`src/rtl/fp_multiplier_seq_if.sv`:
```
// Handshake/bus bundle for the sequential single-precision multiplier.
//   start            request from controller, sampled only while busy=0
//   Input_1/Input_2  IEEE-754 single operands
//   busy             op in flight
//   done             one-cycle pulse, Multiplier_Float valid
//   Multiplier_Float packed result, held until the next done
//   overflow/underflow/invalid  status of the last completed op
`timescale 1ns/1ps
interface fp_multiplier_seq_if;
  logic        start;
  logic [31:0] Input_1;
  logic [31:0] Input_2;
  logic        busy;
  logic        done;
  logic [31:0] Multiplier_Float;
  logic        overflow;
  logic        underflow;
  logic        invalid;

  modport master (
    output start, Input_1, Input_2,
    input  busy, done, Multiplier_Float, overflow, underflow, invalid
  );

  modport slave (
    input  start, Input_1, Input_2,
    output busy, done, Multiplier_Float, overflow, underflow, invalid
  );
endinterface

```
`src/rtl/fp_multiplier_seq.sv`:
```
// Sequential IEEE-754 single-precision multiplier (companion to the FP divider).
// Significands are multiplied by shift-and-add, BITS_PER_CYCLE multiplier bits
// per cycle, then normalised, rounded to nearest even and packed.
// Ports:
//   clock  rising-edge clock
//   reset  synchronous, active-high; aborts any op in flight without a done
//   bus    fp_multiplier_seq_if.slave (start/busy/done handshake, operands,
//          result and status flags; all outputs registered)
`timescale 1ns/1ps
module fp_multiplier_seq #(
  parameter int unsigned BITS_PER_CYCLE = 2
) (
  input  logic                 clock,
  input  logic                 reset,
  fp_multiplier_seq_if.slave   bus
);

  localparam int unsigned N     = 24 / BITS_PER_CYCLE;
  localparam int unsigned CNT_W = (N > 1) ? $clog2(N) : 1;

  typedef enum logic [2:0] {
    S_IDLE,
    S_SPECIAL,
    S_MULT,
    S_NORM,
    S_ROUND
  } state_t;

  state_t              state;
  logic [47:0]         acc;
  logic [47:0]         mcand_sh;
  logic [23:0]         mplier;
  logic [CNT_W-1:0]    cnt;
  logic signed [9:0]   exp_q;
  logic                sign_q;
  logic [22:0]         frac_q;
  logic                guard_q;
  logic                sticky_q;
  logic [31:0]         spec_res_q;
  logic                spec_inv_q;

  // Operand classification, evaluated on the live inputs at accept time
  logic [7:0]  ea, eb;
  logic        a_zero, b_zero, a_inf, b_inf, a_nan, b_nan;
  logic        sign_in;
  logic        spec_hit;
  logic        spec_inv;
  logic [31:0] spec_res;

  always_comb begin
    ea       = bus.Input_1[30:23];
    eb       = bus.Input_2[30:23];
    sign_in  = bus.Input_1[31] ^ bus.Input_2[31];
    a_zero   = (ea == 8'h00);
    b_zero   = (eb == 8'h00);
    a_inf    = (ea == 8'hFF) && (bus.Input_1[22:0] == 23'h0);
    b_inf    = (eb == 8'hFF) && (bus.Input_2[22:0] == 23'h0);
    a_nan    = (ea == 8'hFF) && (bus.Input_1[22:0] != 23'h0);
    b_nan    = (eb == 8'hFF) && (bus.Input_2[22:0] != 23'h0);
    spec_hit = 1'b1;
    spec_inv = 1'b0;
    spec_res = {sign_in, 31'h0};
    if (a_nan || b_nan || (a_inf && b_zero) || (b_inf && a_zero)) begin
      spec_res = 32'h7FC0_0000;
      spec_inv = 1'b1;
    end else if (a_inf || b_inf) begin
      spec_res = {sign_in, 8'hFF, 23'h0};
    end else if (a_zero || b_zero) begin
      spec_res = {sign_in, 31'h0};
    end else begin
      spec_hit = 1'b0;
    end
  end

  // Partial product for the current group of multiplier bits
  logic [47:0] pp;

  always_comb begin
    pp = '0;
    for (int b = 0; b < int'(BITS_PER_CYCLE); b++) begin
      if (mplier[b]) pp = pp + (mcand_sh << b);
    end
  end

  // Round-to-nearest-even on the normalised fraction
  logic              round_up;
  logic [23:0]       frac_sum;
  logic signed [9:0] exp_r;

  always_comb begin
    round_up = guard_q & (sticky_q | frac_q[0]);
    frac_sum = {1'b0, frac_q} + {23'h0, round_up};
    exp_r    = frac_sum[23] ? (exp_q + 10'sd1) : exp_q;
  end

  // Control FSM and datapath registers
  always_ff @(posedge clock) begin
    if (reset) begin
      state                <= S_IDLE;
      acc                  <= '0;
      mcand_sh             <= '0;
      mplier               <= '0;
      cnt                  <= '0;
      exp_q                <= '0;
      sign_q               <= 1'b0;
      frac_q               <= '0;
      guard_q              <= 1'b0;
      sticky_q             <= 1'b0;
      spec_res_q           <= '0;
      spec_inv_q           <= 1'b0;
      bus.busy             <= 1'b0;
      bus.done             <= 1'b0;
      bus.Multiplier_Float <= '0;
      bus.overflow         <= 1'b0;
      bus.underflow        <= 1'b0;
      bus.invalid          <= 1'b0;
    end else begin
      bus.done <= 1'b0;
      case (state)
        S_IDLE: begin
          if (bus.start) begin
            bus.busy   <= 1'b1;
            sign_q     <= sign_in;
            spec_res_q <= spec_res;
            spec_inv_q <= spec_inv;
            acc        <= '0;
            cnt        <= '0;
            mcand_sh   <= {24'h0, 1'b1, bus.Input_1[22:0]};
            mplier     <= {1'b1, bus.Input_2[22:0]};
            exp_q      <= $signed({2'b00, ea}) + $signed({2'b00, eb}) - 10'sd127;
            state      <= spec_hit ? S_SPECIAL : S_MULT;
          end
        end
        S_SPECIAL: begin
          bus.Multiplier_Float <= spec_res_q;
          bus.overflow         <= 1'b0;
          bus.underflow        <= 1'b0;
          bus.invalid          <= spec_inv_q;
          bus.done             <= 1'b1;
          bus.busy             <= 1'b0;
          state                <= S_IDLE;
        end
        S_MULT: begin
          acc      <= acc + pp;
          mcand_sh <= mcand_sh << BITS_PER_CYCLE;
          mplier   <= mplier >> BITS_PER_CYCLE;
          cnt      <= cnt + CNT_W'(1);
          if (cnt == CNT_W'(N - 1)) state <= S_NORM;
        end
        S_NORM: begin
          // Product of two [1,2) significands lies in [1,4)
          if (acc[47]) begin
            frac_q   <= acc[46:24];
            guard_q  <= acc[23];
            sticky_q <= |acc[22:0];
            exp_q    <= exp_q + 10'sd1;
          end else begin
            frac_q   <= acc[45:23];
            guard_q  <= acc[22];
            sticky_q <= |acc[21:0];
          end
          state <= S_ROUND;
        end
        S_ROUND: begin
          bus.overflow  <= 1'b0;
          bus.underflow <= 1'b0;
          bus.invalid   <= 1'b0;
          if (exp_r >= 10'sd255) begin
            bus.Multiplier_Float <= {sign_q, 8'hFF, 23'h0};
            bus.overflow         <= 1'b1;
          end else if (exp_r <= 10'sd0) begin
            bus.Multiplier_Float <= {sign_q, 31'h0};
            bus.underflow        <= 1'b1;
          end else begin
            bus.Multiplier_Float <= {sign_q, exp_r[7:0], frac_sum[22:0]};
          end
          bus.done <= 1'b1;
          bus.busy <= 1'b0;
          state    <= S_IDLE;
        end
        default: state <= S_IDLE;
      endcase
    end
  end

endmodule

```
`src/flat_wrapper.sv`:
```
// flat-port wrapper written by rule: the top's interface ports become plain ports
module fp_multiplier_seq_flat 
#(
  parameter int unsigned BITS_PER_CYCLE = 2
)
  (clock, reset, bus_start, bus_Input_1, bus_Input_2, bus_busy, bus_done, bus_Multiplier_Float, bus_overflow, bus_underflow, bus_invalid);
  fp_multiplier_seq_if bus_i ();
  input  logic clock;
  input  logic reset;
  input wire logic [$bits(bus_i.start)-1:0] bus_start;
  input wire logic [$bits(bus_i.Input_1)-1:0] bus_Input_1;
  input wire logic [$bits(bus_i.Input_2)-1:0] bus_Input_2;
  output wire logic [$bits(bus_i.busy)-1:0] bus_busy;
  output wire logic [$bits(bus_i.done)-1:0] bus_done;
  output wire logic [$bits(bus_i.Multiplier_Float)-1:0] bus_Multiplier_Float;
  output wire logic [$bits(bus_i.overflow)-1:0] bus_overflow;
  output wire logic [$bits(bus_i.underflow)-1:0] bus_underflow;
  output wire logic [$bits(bus_i.invalid)-1:0] bus_invalid;
  assign bus_i.start = bus_start;
  assign bus_i.Input_1 = bus_Input_1;
  assign bus_i.Input_2 = bus_Input_2;
  assign bus_busy = bus_i.busy;
  assign bus_done = bus_i.done;
  assign bus_Multiplier_Float = bus_i.Multiplier_Float;
  assign bus_overflow = bus_i.overflow;
  assign bus_underflow = bus_i.underflow;
  assign bus_invalid = bus_i.invalid;
  fp_multiplier_seq #(.BITS_PER_CYCLE(BITS_PER_CYCLE)) u_core (.clock(clock), .reset(reset), .bus(bus_i));
endmodule
```
`config.mk`:
```
export PLATFORM = sky130hd
export DESIGN_NAME = fp_multiplier_seq_flat
export DESIGN_NICKNAME = d
export VERILOG_FILES = /design/src/rtl/fp_multiplier_seq_if.sv /design/src/rtl/fp_multiplier_seq.sv /design/src/flat_wrapper.sv
export SDC_FILE = /design/constraint.sdc
export NUM_CORES = 1
export LEC_CHECK = 0
export BUFFER_PORTS_ARGS = -buffer_cell sky130_fd_sc_hd__buf_2
export CELL_PAD_IN_SITES_DETAIL_PLACEMENT = 1
export CELL_PAD_IN_SITES_GLOBAL_PLACEMENT = 1
export CORE_ASPECT_RATIO = 0.7
export CORE_MARGIN = 2
export CORE_UTILIZATION = 50
export DETAILED_ROUTE_END_ITERATION = 6
export PLACE_DENSITY = 0.95
export SYNTH_ARGS = -nofsm -noshare
export SYNTH_HDL_FRONTEND = slang
export SYNTH_SLANG_ARGS = --single-unit
```
`constraint.sdc`:
```
create_clock -name clock -period 20.8 [get_ports clock]
set_clock_uncertainty 0.15 [all_clocks]
set_input_delay 4.16 -clock clock [delete_from_list [all_inputs] [get_ports clock]]
set_output_delay 4.16 -clock clock [all_outputs]
set_load 0.01 [all_outputs]
```
Yosys cells after proc, flatten, opt, wreduce, memory -nomap -nowiden

Cells that the tools add are included.

Register bits: 233
Latch bits: 0
Bits in writable memories: 0
Bits in read-only memories: 0
Word-level logic and storage cells: 109
Memories: 0

Add/subtract/negate cells: 7
Multiply operators: 0
Div/mod/pow operators: 0
Order comparisons: 2
Eq/ne operators: 10
Shift-type cells: 0
Multiplexer cells: 39
Bitwise gates (word level): 3
Reductions and logical operators: 30

Operator list:

| cell                                                                              | number |
|---|---|
| 48-bit 2-to-1 mux                                                                 | 4 |
| 48-bit case mux with 2 select lines                                               | 2 |
| 48-bit adder                                                                      | 2 |
| 31-bit 2-to-1 mux                                                                 | 3 |
| 32-bit case mux with 2 select lines                                               | 1 |
| 24-bit case mux with 2 select lines                                               | 1 |
| 23-bit logical NOT                                                                | 2 |
| 23-bit nonzero test                                                               | 2 |
| 32-bit 2-to-1 mux                                                                 | 1 |
| 10-bit 2-to-1 mux                                                                 | 3 |
| 23-bit by 1-bit adder with 24-bit output                                          | 1 |
| 24-bit 2-to-1 mux                                                                 | 1 |
| 23-bit 2-to-1 mux                                                                 | 1 |
| 23-bit OR reduction                                                               | 1 |
| 22-bit OR reduction                                                               | 1 |
| 10-bit case mux with 2 select lines                                               | 1 |
| 8-bit equality test, second input constant                                        | 2 |
| 8-bit logical NOT                                                                 | 2 |
| 1-bit 2-to-1 mux                                                                  | 11 |
| 10-bit by 2-bit adder with 10-bit output, second input constant                   | 1 |
| 10-bit by 9-bit >= comparator with 1-bit output, second input constant            | 1 |
| 10-bit by 1-bit less-or-equal comparator with 1-bit output, second input constant | 1 |
| 10-bit by 8-bit subtractor with 10-bit output, second input constant              | 1 |
| 8-bit by 8-bit adder with 9-bit output                                            | 1 |
| 23 further kinds                                                                  | 44 |

Logic depth before layout (Yosys ltp)

Gate-level depths: netlist (run 1).

Depth in word-level cells: 9
Depth in mapped cells: 38
Gate-level depth less buffers: 30

Least setup slack after synthesis (run 1)

No wires, ideal clock.

Path kind: flip-flop to flip-flop
Start: register u_core.mplier[0]
End: register u_core.acc[47]
Arrival time: 7431 ps
Required time: 20577 ps
Path slack: 13146 ps
Cell stages (with the launch flop): 37
Buffers on the path: 9
Period minus slack after synthesis: 7654 ps
Cells stage by stage: dfxtp_1 buf_6 buf_6 buf_2 buf_2 clkbuf_1 clkbuf_1 clkbuf_1 clkbuf_1 clkbuf_1 nand2_1 inv_1 ha_1 a21o_1 a211oi_1 a2bb2oi_2 nor3_1 a211oi_1 a21oi_1 a22oi_1 o21ai_1 and3_1 a311oi_1 xnor2_1 mux2_2 ha_1 and3_1 and2_1 and3_1 a32oi_1 o211ai_1 a41o_1 a221o_1 a31oi_1 o21ai_0 a211o_1 mux2i_1

Word-level cells in the longest chain between the ends: 5

Ends and longest elaborated chain:

| what                                  | RTL line                 | text |
|---|---|---|
| from (decl)                           | fp_multiplier_seq.sv:32  | `logic [23:0] mplier;` |
| from (signal assigned)                | fp_multiplier_seq.sv:129 | `mplier <= {1'b1, bus.Input_2[22:0]};` |
| from (signal assigned)                | fp_multiplier_seq.sv:146 | `mplier <= mplier >> BITS_PER_CYCLE;` |
| 48-bit 2-to-1 mux *                   | fp_multiplier_seq.sv:81  | `if (mplier[b]) pp = pp + (mcand_sh << b);` |
| 48-bit adder                          | fp_multiplier_seq.sv:81  |  |
| 48-bit 2-to-1 mux *                   | fp_multiplier_seq.sv:81  |  |
| 48-bit adder *                        | fp_multiplier_seq.sv:144 | `acc <= acc + pp;` |
| 48-bit case mux with 2 select lines * | fp_multiplier_seq.sv:119 | `case (state)` |
| to (signal assigned)                  | fp_multiplier_seq.sv:144 |  |
| to (decl)                             | fp_multiplier_seq.sv:30  | `logic [47:0] acc;` |

Every way passes the cells marked *; elsewhere a longest branch is shown, timed or not.
A chain may end at the register's enable or synchronous reset.

Worst setup path after layout (run 1)

Same ends and word-level chain as after synthesis.

==> flow_metrics.env, run 1 <==
export IMPL_grt_max_degree=97
export IMPL_antenna_cells=0
export IMPL_root_buffer="clkbuf_16"
export IMPL_endpoint_kind="register"
export IMPL_dp_cells=2403
export IMPL_drv_cap=0
export IMPL_fp_row_count=53
export IMPL_stdcell_area_um2=16500
export IMPL_routedWlPerCell_um=21.1
export IMPL_cp_arrival_ps=7670
export IMPL_grt_ovfl_total=0
export IMPL_ir_drop_uv=53.9
export IMPL_syn_num_nets=2178
export IMPL_timing_final_crit_share_pct=35.3
export IMPL_worstMarginPinSlew_ps=1310
export IMPL_antenna_found_initial=0
export IMPL_ys_warn_count=0
export IMPL_rsz0062_at_grt="false"
export IMPL_critPathSlowestCell="buf_4"
export IMPL_critPathMaxStageDelay_ps=740
export IMPL_core_area_um2=30000
export IMPL_grt_pass1_wl_mm=83.4
export IMPL_total_power_uw=990
export IMPL_synth_edf_count=0
export IMPL_start_kind="register"
export IMPL_dieArea_um2=31900
export IMPL_clockBufferDepth=3
export IMPL_gp_congestion=0.922
export IMPL_htree_levels=1
export IMPL_num_vias=15700
export IMPL_async_flop_share_pct=0
export IMPL_drive_above_1_share_pct=9.90
export IMPL_r2r_end="u_core.acc[47]$_SDFFE_PP0P_"
export IMPL_min_to="u_core.bus.Multiplier_Float[16]$_SDFFE_PP0P_"
export IMPL_io_buffers=103
export IMPL_p_per_area_nw_per_um2=59.8
export IMPL_netlist_area_um2=15200
export IMPL_ys_ff_latch=203
export IMPL_worst_slack_ps=13450
export IMPL_initial_core_util_pct=50.8
export IMPL_place_ws_ps=13650
export IMPL_ant_nets=0
export IMPL_maxSlewViolCount=0
export IMPL_hold_violations=0
export IMPL_hp_class="reg -> reg"
export IMPL_postCtsSetupBuffers=0
export IMPL_route_detailed_drc=0
export IMPL_slew_headroom_pct=11.9
export IMPL_critPathKind="reg -> reg"
export IMPL_dr_first_iter_drc_count=1343
export IMPL_yosysTopAreaCell="dfxtp_1"
export IMPL_synth_ff_type="dfxtp_1"
export IMPL_period_minus_slack_ps=7350
export IMPL_synth_top_cell_area_share_pct=26.7
export IMPL_path_clk_slew_ps=60
export IMPL_min_from="u_core.bus.Multiplier_Float[16]$_SDFFE_PP0P_"
export IMPL_syn_area_per_cell_um2=7.54
export IMPL_synthDistinctLibCells=85
export IMPL_cp_max_fo=91
export IMPL_cts_inserted_buffers=23
export IMPL_fin_nets=2174
export IMPL_hold_depth=2
export IMPL_cts_tree="done"
export IMPL_ys_seq_area_share_pct=26.7
export IMPL_io_pins=104
export IMPL_finish_utilization_pct=55.2
export IMPL_finalWirelength_mm=51.6
export IMPL_grt_util_all_layers_pct=32.0
export IMPL_cp_required_ps=21130
export IMPL_viasPerCell=6.42
export IMPL_numClockSinks=203
export IMPL_ctsHoldBuffers=0
export IMPL_fmax_mhz=136
export IMPL_fp_dieW_um=213
export IMPL_drt_pass1_iter_count=5
export IMPL_worst_r2r_cell_count=26
export IMPL_die_h_um=150
export IMPL_cts_resized=0
export IMPL_setup_viol=0
export IMPL_p_leak_nw=6.81
export IMPL_rr_startpoint="u_core.mplier[0]$_SDFFE_PP0P_"
export IMPL_grt_pass1_vias=16000
export IMPL_hpwl_mm=36.4
export IMPL_outcome="completed"
export IMPL_syn_inst=2020
export IMPL_synthTopCellsByArea="dfxtp_1 27%, ha_1 7.2%, nand2_1 6.5%"
export IMPL_rrSetupSlack_ps=13450
export IMPL_final_setup_tns_ps=0
export IMPL_final_cells=2443
export IMPL_place_area_um2=15800
export IMPL_synthToLayoutAreaGrowth_pct=8.64
export IMPL_clk_latency_ps=560
export IMPL_fin_hold_ws_ps=319
-- final cells by class --
type	instances	area [um^2]
Clock inverter	7	75.1
Inverter	49	184
Timing Repair Buffer	117	623
Tap cell	412	515
Fill cell	3741	13400
Clock buffer	33	653
Sequential cell	203	4070
Multi-Input combinational cell	1622	10400
-- critical path: cells and delay by family (launching register included) --
kind,cells,cell delay (ps)
AND/OR/NAND/NOR,7,1370
multiplexers,2,410
AO/OA/AOI/OAI,13,3310
buffers and inverters,1,740
XOR/XNOR,1,80
adder cells (fa/ha/maj),2,630
flip-flops,1,530
-- worst max path at each step --
| stage | start | end | slack [ps] | cells past startpoint |
|---|---|---|---|---|
| 6_report | u_core.mplier[0]$_SDFFE_PP0P_ | u_core.acc[47]$_SDFFE_PP0P_ | 13450 | 26 |
| 5_1_grt | u_core.mplier[0]$_SDFFE_PP0P_ | u_core.acc[47]$_SDFFE_PP0P_ | 13170 | 25 |
| 4_1_cts | u_core.mplier[0]$_SDFFE_PP0P_ | u_core.acc[47]$_SDFFE_PP0P_ | 13630 | 26 |
| 3_5_place_dp | u_core.mplier[0]$_SDFFE_PP0P_ | u_core.acc[47]$_SDFFE_PP0P_ | 13650 | 26 |
| 3_3_place_gp | bus_Input_2[23] | u_core.exp_q[8]$_SDFFE_PP0P_ | 13940 | 13 |
| 2_1_floorplan | u_core.mplier[0]$_SDFFE_PP0P_ | u_core.acc[47]$_SDFFE_PP0P_ | 13150 | 36 |
-- sequential cells by signal (all words and copies together), names as in the netlist --
name                         count
u_core.exp_q                    10
u_core.cnt                       4
u_core.bus.Multiplier_Float     32
u_core.mplier                   24
u_core.sticky_q                  1
u_core.bus.busy                  1
u_core.guard_q                   1
u_core.bus.underflow             1
u_core.spec_res_q                3
u_core.bus.invalid               1
u_core.frac_q                   23
u_core.bus.overflow              1
u_core.state                     3
u_core.sign_q                    1
u_core.bus.done                  1
u_core.acc                      48
u_core.mcand_sh                 48
-- layer usage --
metal  track usage (%)  up-vias  wire, um
met5                 0        -         0
met4              11.2        0      1520
met3              5.75      151      3370
met2              52.9      570     23600
met1              41.9     7635     23100
li1                  -     7325         -
-- cell usage after synthesis (4+ instances only) --
master / n
o21ai_1: 7
xor2_1: 58
buf_1: 15
nand3_1: 50
a41oi_1: 5
o31ai_1: 7
a21o_1: 54
buf_2: 12
and3_1: 22
inv_1: 48
nand3b_1: 7
a311oi_1: 45
or2_2: 7
o22ai_1: 11
and2_1: 33
o21ai_0: 112
o211ai_1: 12
o21a_1: 5
nor2_1: 217
a22oi_1: 64
a32oi_1: 4
mux2i_1: 30
o32ai_1: 4
clkbuf_1: 115
a21oi_1: 131
nand2_1: 265
and4_1: 5
a211o_1: 5
a31oi_1: 21
a21boi_0: 4
or3_1: 5
o21bai_1: 19
nand4_1: 27
a22o_1: 19
ha_1: 88
a211oi_1: 49
nor2b_1: 10
mux2_2: 21
xnor2_1: 81
dfxtp_1: 203
a41o_1: 5
nor4_1: 29
nor3_1: 21
nand2b_1: 16
-- logic make-up (layout without fill, tap and decap cells) --
kind of cell | after synthesis | after routing | synth area share [%]
XOR/XNOR | 139 | 139 | 7.99
adder cells (fa/ha/maj) | 93 | 93 | 7.76
AO/OA/AOI/OAI | 609 | 609 | 27.0
buffers and inverters | 195 | 206 | 5.05
flip-flops | 203 | 203 | 26.7
AND/OR/NAND/NOR | 730 | 730 | 22.0
multiplexers | 51 | 51 | 3.52
-- where the power goes --
part	total [mW]	switching, mW	internal [mW]
Combinational	0.149	0.0959	0.0535
Clock	0.409	0.178	0.231
Sequential	0.431	0.0292	0.402
-- layout by cell type, fill, tap and decap left out, types with 27 or more instances in the layout --
master and instances:
a21o_1 54, a21oi_1 131, buf_2 102, xor2_1 58
and2_1 32, mux2i_1 30, a22oi_1 64, ha_1 88
xnor2_1 81, o21ai_0 112, nand4_1 27, a211oi_1 49
a311oi_1 45, nand3_1 50, inv_1 48, nor2_1 215
nor4_1 29, nand2_1 264, dfxtp_1 202
Power figures use the tool's default switching activity.
==> run 2, diff against run 1 <==
Settings changed: ABC_AREA from default to 1, CORE_UTILIZATION 50 to 40, PLACE_DENSITY 0.95 to 0.86.
Clock period 20.8 ns to 6 ns, I/O delays scaled along.
==> flow_metrics.env, run 2 <==
export IMPL_cts_tree="done"
export IMPL_ys_seq_area_share_pct=23.9
export IMPL_root_buffer="clkbuf_16"
export IMPL_p_clk_share_pct=35.8
export IMPL_ant_nets=0
export IMPL_synth_edf_count=0
export IMPL_pwr_share_seq_pct=37.5
export IMPL_layout_commonest_cell="nand2_1"
export IMPL_syn_area_per_cell_um2=6.00
export IMPL_critPathMaxStageDelay_ps=490
export IMPL_final_cell_mix="809 x nand2_1, 312 x inv_1, 246 x a21oi_1, 244 x nor2_1, 205 x o21ai_0"
export IMPL_critPathKind="reg -> reg"
export IMPL_startpoint="u_core.mplier[0]$_SDFFE_PP0P_"
export IMPL_fmax_mhz=178
export IMPL_cts_inserted_buffers=24
export IMPL_gp_congestion=1.01
export IMPL_outcome="completed"
export IMPL_crit_end="u_core.acc[41]$_SDFFE_PP0P_"
export IMPL_dp_cells=3405
export IMPL_numClockSinks=203
export IMPL_initial_core_util_pct=40.3
export IMPL_worstMarginPinSlew_ps=1120
export IMPL_cp_max_fo=43
export IMPL_p_int_mw=2.66
export IMPL_final_cells=3449
export IMPL_die_h_um=177
export IMPL_seq_area_um2=4070
export IMPL_top_regs="u_core.acc (48), u_core.mcand_sh (48), u_core.bus.Multiplier_Float (32)"
export IMPL_grt_ovfl_total=0
export IMPL_viasPerCell=5.74
export IMPL_rsz0062_at_grt="false"
export IMPL_period_minus_slack_ps=5620
export IMPL_drv_cap=0
export IMPL_hold_depth=2
export IMPL_ys_ff_latch=203
export IMPL_fp_row_count=63
export IMPL_p_per_area_nw_per_um2=227
export IMPL_path_clk_slew_ps=70
export IMPL_setup_viol=0
export IMPL_drive_above_1_share_pct=8.39
export IMPL_p_sw_mw=1.59
export IMPL_clockBufferDepth=3
export IMPL_grt_pass1_vias=19400
export IMPL_dieArea_um2=44200
export IMPL_core_area_um2=42200
export IMPL_num_vias=19800
export IMPL_io_buffers=103
export IMPL_timing_final_crit_share_pct=93.6
export IMPL_worst_r2r_cell_count=32
export IMPL_rr_startpoint="u_core.mplier[0]$_SDFFE_PP0P_"
export IMPL_yosysTopAreaCell="dfxtp_1"
export IMPL_endpoint_kind="register"
export IMPL_start_kind="register"
export IMPL_drt_pass1_iter_count=5
export IMPL_grt_max_degree=85
export IMPL_fp_dieW_um=251
export IMPL_antenna_cells=0
export IMPL_ys_warn_count=0
export IMPL_synth_top_cell_area_share_pct=23.9
export IMPL_swShare_pct=37.5
export IMPL_synthDistinctLibCells=62
export IMPL_slew_headroom_pct=25.2
export IMPL_cp_arrival_ps=5850
export IMPL_p_leak_nw=8.44
export IMPL_grt_pass1_wl_mm=105
export IMPL_cp_required_ps=6230
export IMPL_syn_inst=2836
export IMPL_maxSlewViolCount=0
export IMPL_io_pins=104
export IMPL_clk_latency_ps=550
export IMPL_r2r_end="u_core.acc[41]$_SDFFE_PP0P_"
export IMPL_hpwl_mm=51.7
export IMPL_finalWirelength_mm=66.3
export IMPL_grt_util_all_layers_pct=29.3
export IMPL_route_detailed_drc=0
export IMPL_netlist_area_um2=17000
export IMPL_final_setup_tns_ps=0
export IMPL_syn_num_nets=2994
export IMPL_cpMostUsedCell="nand2_1"
export IMPL_fill_cells=5812
export IMPL_critPathSlowestCell="dfxtp_4"
export IMPL_synth_most_common_cell="nand2_1"
export IMPL_hold_violations=0
export IMPL_synthTopCellsByArea="dfxtp_1 24%, nand2_1 18%, a21oi_1 7.3%"
export IMPL_async_flop_share_pct=0
export IMPL_dr_first_iter_drc_count=1643
export IMPL_synth_ff_type="dfxtp_1"
export IMPL_rrSetupSlack_ps=380
export IMPL_htree_levels=1
export IMPL_antenna_found_initial=0
export IMPL_fin_nets=3037
export IMPL_hp_class="reg -> reg"
export IMPL_routedWlPerCell_um=19.2
export IMPL_synthToLayoutAreaGrowth_pct=9.96
export IMPL_ir_drop_uv=193
export IMPL_ys_top_cells_by_count="809 x nand2_1, 313 x inv_1, 248 x a21oi_1, 246 x nor2_1, 205 x o21ai_0"
export IMPL_power_frac_comb_pct=26.7
export IMPL_multiInputGateArea_um2=11300
## run 2: how the worst min path moves through the flow
stage,from,to
after detailed placement,u_core.bus.Multiplier_Float[5]$_SDFFE_PP0P_,u_core.bus.Multiplier_Float[5]$_SDFFE_PP0P_
after floorplan,u_core.mplier[22]$_SDFFE_PP0P_,u_core.mplier[22]$_SDFFE_PP0P_
after global routing,u_core.bus.Multiplier_Float[3]$_SDFFE_PP0P_,u_core.bus.Multiplier_Float[3]$_SDFFE_PP0P_
after CTS,u_core.bus.Multiplier_Float[5]$_SDFFE_PP0P_,u_core.bus.Multiplier_Float[5]$_SDFFE_PP0P_
after global placement,u_core.mplier[22]$_SDFFE_PP0P_,u_core.mplier[22]$_SDFFE_PP0P_
final,u_core.bus.Multiplier_Float[5]$_SDFFE_PP0P_,u_core.bus.Multiplier_Float[5]$_SDFFE_PP0P_
## run 2: routing by layer
| metal | up-vias | track usage (%) | part of all wire (%) |
|---|---|---|---|
| li1 | 9486 | - | - |
| met1 | 9669 | 42.7 | 49 |
| met2 | 545 | 45.5 | 43 |
| met3 | 98 | 4.01 | 5.9 |
| met4 | 0 | 6.81 | 2.4 |
| met5 | - | 0 | 0 |
## run 2: cells by family (layout without fill, tap and decap cells)
group	count (synthesis)	after routing	share of synthesized area [%]
fa+ha+maj	91	91	6.82
flops	203	203	23.9
buf+inv	430	491	10.3
compound gates	660	660	21.7
xor+xnor	46	46	2.37
simple gates	1406	1406	34.9
## run 2: power by group through the flow
stage | logic [mW] | clock network, mW | registers (mW)
floorplan | 0.824 | 0 | 1.55
global placement | 1.06 | 0 | 1.61
detailed placement | 1.11 | 0 | 1.61
CTS | 1.12 | 1.54 | 1.59
global route | 1.26 | 1.60 | 1.60
finish | 1.14 | 1.52 | 1.59
## run 2: final cells by class
class | count | share of cell area [%]
clock inverter | 11 | 0.702
timing repair buffer | 122 | 3.60
sequential | 203 | 21.7
clock buffer | 33 | 3.60
tap | 552 | 3.69
inverter | 325 | 6.52
multi-input combinational | 2203 | 60.1
## run 2: timing repair
action,CTS,global route
resized for setup,0,6
setup endpoints to repair,0,18
buffers inserted,0,0
hold buffers,0,0
## run 2: critical path, delay by kind of cell (launching register included)
family	cells	cell delay (ps)
buffers and inverters	6	850
and+or+nand+nor	18	2490
xor gates and xnor gates	1	150
DFF	1	490
AOI/OAI and AO/OA	5	660
adders and majority gates	2	640
## run 2: stage by stage
stage / power [mW] / utilization (%) / area (um^2) / hold WS (ps) / worst slack (ps)
floorplan: 2.38 / - / 17000 / 291 / 1860
global placement: 2.67 / 42.4 / 17900 / 302 / 188
detailed placement: 2.72 / 42.4 / 17900 / 308 / 127
CTS: 4.25 / 44.3 / 18700 / 318 / 110
global route: 4.46 / 44.4 / 18700 / 343 / 4.33
finish: 4.25 / 44.4 / 18700 / 314 / 381
